[config.mk]
export PLATFORM = sky130hd
export DESIGN_NAME = shift_register_universal
export DESIGN_NICKNAME = d
export VERILOG_FILES = /design/src/rtl/shift_register_universal.sv
export SDC_FILE = /design/constraint.sdc
export NUM_CORES = 1
export LEC_CHECK = 0
export BUFFER_PORTS_ARGS = -buffer_cell sky130_fd_sc_hd__buf_2
export CAP_MARGIN = 10
export CORE_ASPECT_RATIO = 1.5
export CORE_UTILIZATION = 40
export DETAILED_ROUTE_END_ITERATION = 8
export PLACE_DENSITY_LB_ADDON = 0.2
export REMOVE_ABC_BUFFERS = 1
export SKIP_CTS_REPAIR_TIMING = 1
export SLEW_MARGIN = 5
export SYNTH_ARGS = -nofsm -noshare
export SYNTH_HDL_FRONTEND = slang
export SYNTH_SLANG_ARGS = --single-unit
export TNS_END_PERCENT = 1
[constraint.sdc]
create_clock -name clk -period 4.95 [get_ports clk]
set_input_delay 0.495 -clock clk [delete_from_list [all_inputs] [get_ports clk]]
set_output_delay 0.495 -clock clk [all_outputs]
set_load 0.1 [all_outputs]
[src/rtl/shift_register_universal.sv]
// Universal shift register: parallel/serial loads, logical and arithmetic
// shifts, rotates, and a multi-cycle shift-by-N sequencer with busy/done.
module shift_register_universal #(
    parameter int WIDTH       = 8,
    parameter int SHAMT_WIDTH = 3
) (
    input  logic                   clk,
    input  logic                   async_nreset,
    input  logic [3:0]             ctrl,
    input  logic [SHAMT_WIDTH-1:0] shamt,
    input  logic                   serial_data_input,
    input  logic [WIDTH-1:0]       parallel_data_input,
    output logic [WIDTH-1:0]       data_output,
    output logic                   serial_data_output,
    output logic                   busy,
    output logic                   done,
    output logic                   zero
);

    localparam logic [3:0] OP_NONE   = 4'd0;
    localparam logic [3:0] OP_CLR    = 4'd1;
    localparam logic [3:0] OP_PLOAD  = 4'd2;
    localparam logic [3:0] OP_SMSB   = 4'd3;
    localparam logic [3:0] OP_SLSB   = 4'd4;
    localparam logic [3:0] OP_SHL    = 4'd5;
    localparam logic [3:0] OP_SHR    = 4'd6;
    localparam logic [3:0] OP_SAR    = 4'd7;
    localparam logic [3:0] OP_ROL    = 4'd8;
    localparam logic [3:0] OP_ROR    = 4'd9;
    localparam logic [3:0] OP_SHL_N  = 4'd10;
    localparam logic [3:0] OP_ROR_N  = 4'd14;
    // Offset from a *_N opcode to its single-step counterpart.
    localparam logic [3:0] N_TO_STEP = 4'd5;

    typedef enum logic {
        IDLE  = 1'b0,
        SHIFT = 1'b1
    } state_t;

    state_t                 state, next_state;
    logic [SHAMT_WIDTH-1:0] count, next_count;
    logic [3:0]             op_latched, next_op;
    logic [WIDTH-1:0]       next_data;
    logic                   next_sdo;
    logic                   next_done;

    // One shift/rotate step; returns {bit leaving the register, new value}.
    function automatic logic [WIDTH:0] step_once(input logic [3:0] op,
                                                 input logic [WIDTH-1:0] d);
        logic [WIDTH:0] r;
        case (op)
            OP_SHL:  r = {d[WIDTH-1], d[WIDTH-2:0], 1'b0};
            OP_SHR:  r = {d[0], 1'b0, d[WIDTH-1:1]};
            OP_SAR:  r = {d[0], d[WIDTH-1], d[WIDTH-1:1]};
            OP_ROL:  r = {d[WIDTH-1], d[WIDTH-2:0], d[WIDTH-1]};
            OP_ROR:  r = {d[0], d[0], d[WIDTH-1:1]};
            default: r = {1'b0, d};
        endcase
        return r;
    endfunction

    // State, counter, latched op and output registers.
    always_ff @(posedge clk or negedge async_nreset) begin
        if (!async_nreset) begin
            state              <= IDLE;
            count              <= '0;
            op_latched         <= OP_NONE;
            data_output        <= '0;
            serial_data_output <= 1'b0;
            done               <= 1'b0;
        end else begin
            state              <= next_state;
            count              <= next_count;
            op_latched         <= next_op;
            data_output        <= next_data;
            serial_data_output <= next_sdo;
            done               <= next_done;
        end
    end

    // Opcode decode, step sequencing and abort handling.
    always_comb begin
        logic [WIDTH:0] stepped;
        next_state = state;
        next_count = count;
        next_op    = op_latched;
        next_data  = data_output;
        next_sdo   = serial_data_output;
        next_done  = 1'b0;
        stepped    = '0;

        case (state)
            IDLE: begin
                case (ctrl)
                    OP_CLR: begin
                        next_data = '0;
                        next_sdo  = 1'b0;
                    end
                    OP_PLOAD: next_data = parallel_data_input;
                    OP_SMSB: begin
                        next_data = {serial_data_input, data_output[WIDTH-1:1]};
                        next_sdo  = data_output[0];
                    end
                    OP_SLSB: begin
                        next_data = {data_output[WIDTH-2:0], serial_data_input};
                        next_sdo  = data_output[WIDTH-1];
                    end
                    OP_SHL, OP_SHR, OP_SAR, OP_ROL, OP_ROR: begin
                        stepped   = step_once(ctrl, data_output);
                        next_data = stepped[WIDTH-1:0];
                        next_sdo  = stepped[WIDTH];
                    end
                    default: begin
                        if (ctrl >= OP_SHL_N && ctrl <= OP_ROR_N) begin
                            if (shamt == '0) begin
                                // Zero-length request completes immediately.
                                next_done = 1'b1;
                            end else begin
                                // First step happens on the accepting edge.
                                stepped    = step_once(ctrl - N_TO_STEP, data_output);
                                next_data  = stepped[WIDTH-1:0];
                                next_sdo   = stepped[WIDTH];
                                next_count = shamt - 1'b1;
                                next_op    = ctrl - N_TO_STEP;
                                if (shamt == 1)
                                    next_done = 1'b1;
                                else
                                    next_state = SHIFT;
                            end
                        end
                    end
                endcase
            end
            SHIFT: begin
                if (ctrl == OP_CLR) begin
                    // Abort: discard the remaining steps without a done pulse.
                    next_data  = '0;
                    next_sdo   = 1'b0;
                    next_count = '0;
                    next_state = IDLE;
                end else begin
                    stepped    = step_once(op_latched, data_output);
                    next_data  = stepped[WIDTH-1:0];
                    next_sdo   = stepped[WIDTH];
                    next_count = count - 1'b1;
                    if (count == 1) begin
                        next_state = IDLE;
                        next_done  = 1'b1;
                    end
                end
            end
            default: next_state = IDLE;
        endcase
    end

    assign busy = (state == SHIFT);
    assign zero = (data_output == '0);

endmodule

==> implementation parameters <==
Parameter                              Value

Floorplan
  Placement row count    33
  Area of the die    0.00617 mm^2
  Starting density of the core    42.0%
  Boundary Pins    30
  Die outline height    95.7 um
  Width of the die    64.5 um
  Area of the core region    0.00557 mm^2

Timing
  Relative slew slack    42.9%
  Count of final hold-check violations    0
  Fin Setup TNS    0 ps
  Maximum clock frequency    0.355 GHz
  Max Clock Skew    4.36 ps
  Crit share post-route    56.9%
  Post-layout minimum cycle time    2820 ps
  Setup Viol. Count Final    0
  Final max-slew violation count    0
  Slew @ Worst Pin    857 ps
  RSZ-0062 raised after global routing    no
  Setup WS post-layout    2130 ps
  Fin Hold WS    164 ps

Power and ir drop
  LEAKAGE    1.04 nW
  VDD IR-drop max    0.359 mV
  Power per Cell Area    479 mW/mm^2
  Total Power    1.20 mW

GRT
  Total overflow reported by the global router    0
  Initial antenna violation count    0
  Via count of the first global-routing pass    2,283
  Gr usage total    24.0%
  Wire length of the first global-routing pass    11,400 um
  Pin count of the biggest net entering global routing    31

Critical path
  CP endpoint kind    flop
  Worst reg2reg path startpoint    busy
  Setup CP Type    primary input to flop
  Required time at the worst-slack endpoint    5100 ps
  Kind of start point of the critical path    primary input
  CP max FO    13
  Worst reg-to-reg path cell count    5
  Critical path launch point    ctrl[0]
  Endpoint arrival time on the critical path    2960 ps
  Internal reg-to-reg setup slack    2210 ps

Yosys
  Synthesis Warnings    0
  Count of flip-flops with a built-in enable after synthesis    0
  Number of storage elements in the synthesis netlist    18
  Most frequently used flop master after synthesis    sky130_fd_sc_hd__dfrtp_1
  Post-synth ARST share    100%
  Distinct cells, synth    65
  Share of synthesized area occupied by flip-flops and latches    19.2%
  Syn Area/Cell    7.97 um^2
  Combined area of all synthesized cells    0.00234 mm^2
  Number of instances in the synthesized netlist    294

Layout
  Seq. cell area    450 um^2
  Number of fillers in the final layout    585
  Fraction of layout cells with a size suffix above 1    16.8%
  Ant diodes    0
  Synthesis-to-layout area growth    6.78%
  End-of-flow core utilization    44.9%
  Post-layout nets    329
  Multi-input gate area in the final layout    0.00170 mm^2

Drt
  Wire length per cell after detailed routing    19.1 um
  Total length of routed wires    7040 um
  Remaining design rule violation count    0
  Drt first pass iters    4
  Number of antenna-violating nets in the routed design    0
  DR vias/cell    6.45
  Number of vias in the routed layout    2,373
  Initial drt markers    195

Clock tree
  Clk buf depth    2
  Number of H-tree levels    1
  Clock net sink count    18
  CTS tree    done
  Worst-path clk slew    70 ps
  Clock root cell    sky130_fd_sc_hd__clkbuf_8
  Clock buffers created by TritonCTS    3
  Insertion delay of the later-clocked pin in the worst-skew pair    260 ps

Placement
  Worst setup slack before clock tree synthesis    1900 ps
  Count of input and output buffers    29
  RD Place Congestion    0.953
  Post-DP HPWL    5320 um

Outcome
  Outcome    finished, final reports clean

Min path
  Path type of the worst min-delay path    primary input to asynchronous set/reset pin

Flow run
  Number of max-capacitance violations reported    0
## cells in the final DEF (no fill, tap or decap), types with 3 or more instances in the layout
cell type,synthesis,routed
sky130_fd_sc_hd__mux2i_1,8,8
sky130_fd_sc_hd__a21oi_1,11,11
sky130_fd_sc_hd__inv_1,17,17
sky130_fd_sc_hd__dfrtp_1,18,18
sky130_fd_sc_hd__a221oi_1,3,3
sky130_fd_sc_hd__o221ai_1,5,5
sky130_fd_sc_hd__o22ai_1,5,5
sky130_fd_sc_hd__a22o_1,8,8
sky130_fd_sc_hd__clkbuf_8,0,4
sky130_fd_sc_hd__mux2_2,5,5
sky130_fd_sc_hd__nor2b_1,11,11
sky130_fd_sc_hd__ha_1,12,12
sky130_fd_sc_hd__nand4_1,4,4
sky130_fd_sc_hd__o2bb2ai_1,6,6
sky130_fd_sc_hd__a22oi_1,15,15
sky130_fd_sc_hd__xnor2_1,3,3
sky130_fd_sc_hd__o21bai_1,3,3
sky130_fd_sc_hd__a221o_1,3,3
sky130_fd_sc_hd__nand3_1,9,9
sky130_fd_sc_hd__nor2_1,19,19
sky130_fd_sc_hd__buf_2,7,29
sky130_fd_sc_hd__nand2_1,15,15
sky130_fd_sc_hd__nand2b_1,6,6
sky130_fd_sc_hd__and3_1,5,5
sky130_fd_sc_hd__o21ai_0,16,16
sky130_fd_sc_hd__a32oi_1,3,3
sky130_fd_sc_hd__a21o_1,5,5
## where the power goes
group          switching, mW  internal [mW]
Sequential             0.111          0.200
Clock                 0.0531         0.0707
Combinational          0.555          0.208
## stage by stage
step | instances | area [um^2]
final | 368 | 2500
after global routing | 368 | 2500
after CTS | 368 | 2500
after detailed placement | 364 | 2450
after global placement | 364 | 2450
after floorplan | 265 | 2210
## critical path: stages
cell	delay, ps
sky130_fd_sc_hd__buf_2	230
sky130_fd_sc_hd__inv_1	130
sky130_fd_sc_hd__ha_1	420
sky130_fd_sc_hd__and2_1	320
sky130_fd_sc_hd__o31ai_4	240
sky130_fd_sc_hd__and2_1	230
sky130_fd_sc_hd__a31oi_2	160
sky130_fd_sc_hd__o21ai_4	360
sky130_fd_sc_hd__mux2_2	380
## worst paths after layout
path / end
max: data_output[6]
min: data_output[1]
max reg2reg: data_output[7]
min reg2reg: count[1]
max in group asynchronous: op_latched[2]
min in group clk: count[1]
## routing by layer
metal | global-route usage, % | up-vias | part of all wire, %
met5 | 0 | - | 0
met3 | 2.84 | 27 | 4.5
li1 | - | 1115 | -
met4 | 12.0 | 0 | 4.6
met1 | 27.4 | 1131 | 40
met2 | 43.7 | 100 | 51
## layout make-up
| class | instances | share of cell area (%) |
|---|---|---|
| multi-input combinational | 229 | 67.8 |
| sequential | 18 | 18.0 |
| timing repair buffer | 29 | 5.80 |
| tap | 70 | 3.50 |
| inverter | 18 | 2.70 |
| clock buffer | 4 | 2.20 |
## kinds of logic (layout without fill, tap and decap cells)
family | after synthesis | after routing | synth area share (%)
AO/OA/AOI/OAI | 110 | 110 | 37.3
AND/OR/NAND/NOR | 88 | 88 | 20.2
buffers and inverters | 47 | 51 | 8.39
flip-flops | 18 | 18 | 19.2
multiplexers | 13 | 13 | 5.82
adder cells (fa/ha/maj) | 12 | 12 | 6.41
XOR/XNOR | 6 | 6 | 2.56
## synth_stat cells, types with 8 or more instances
library cell	count	area share, %
sky130_fd_sc_hd__nor2_1	19	3.0
sky130_fd_sc_hd__dfrtp_1	18	19
sky130_fd_sc_hd__clkbuf_1	17	2.7
sky130_fd_sc_hd__inv_1	17	2.7
sky130_fd_sc_hd__o21ai_0	16	3.4
sky130_fd_sc_hd__a22oi_1	15	4.8
sky130_fd_sc_hd__nand2_1	15	2.4
sky130_fd_sc_hd__ha_1	12	6.4
sky130_fd_sc_hd__a21oi_1	11	2.4
sky130_fd_sc_hd__nor2b_1	11	2.9
sky130_fd_sc_hd__nand3_1	9	1.9
sky130_fd_sc_hd__a22o_1	8	3.0
sky130_fd_sc_hd__mux2i_1	8	3.4
## registers in the layout, summed over array words and instances, names as in the netlist
| signal | flops |
|---|---|
| busy | 1 |
| count | 3 |
| data_output | 8 |
| done | 1 |
| op_latched | 4 |
| serial_data_output | 1 |
No activity file was read; power rests on OpenSTA's default activity.
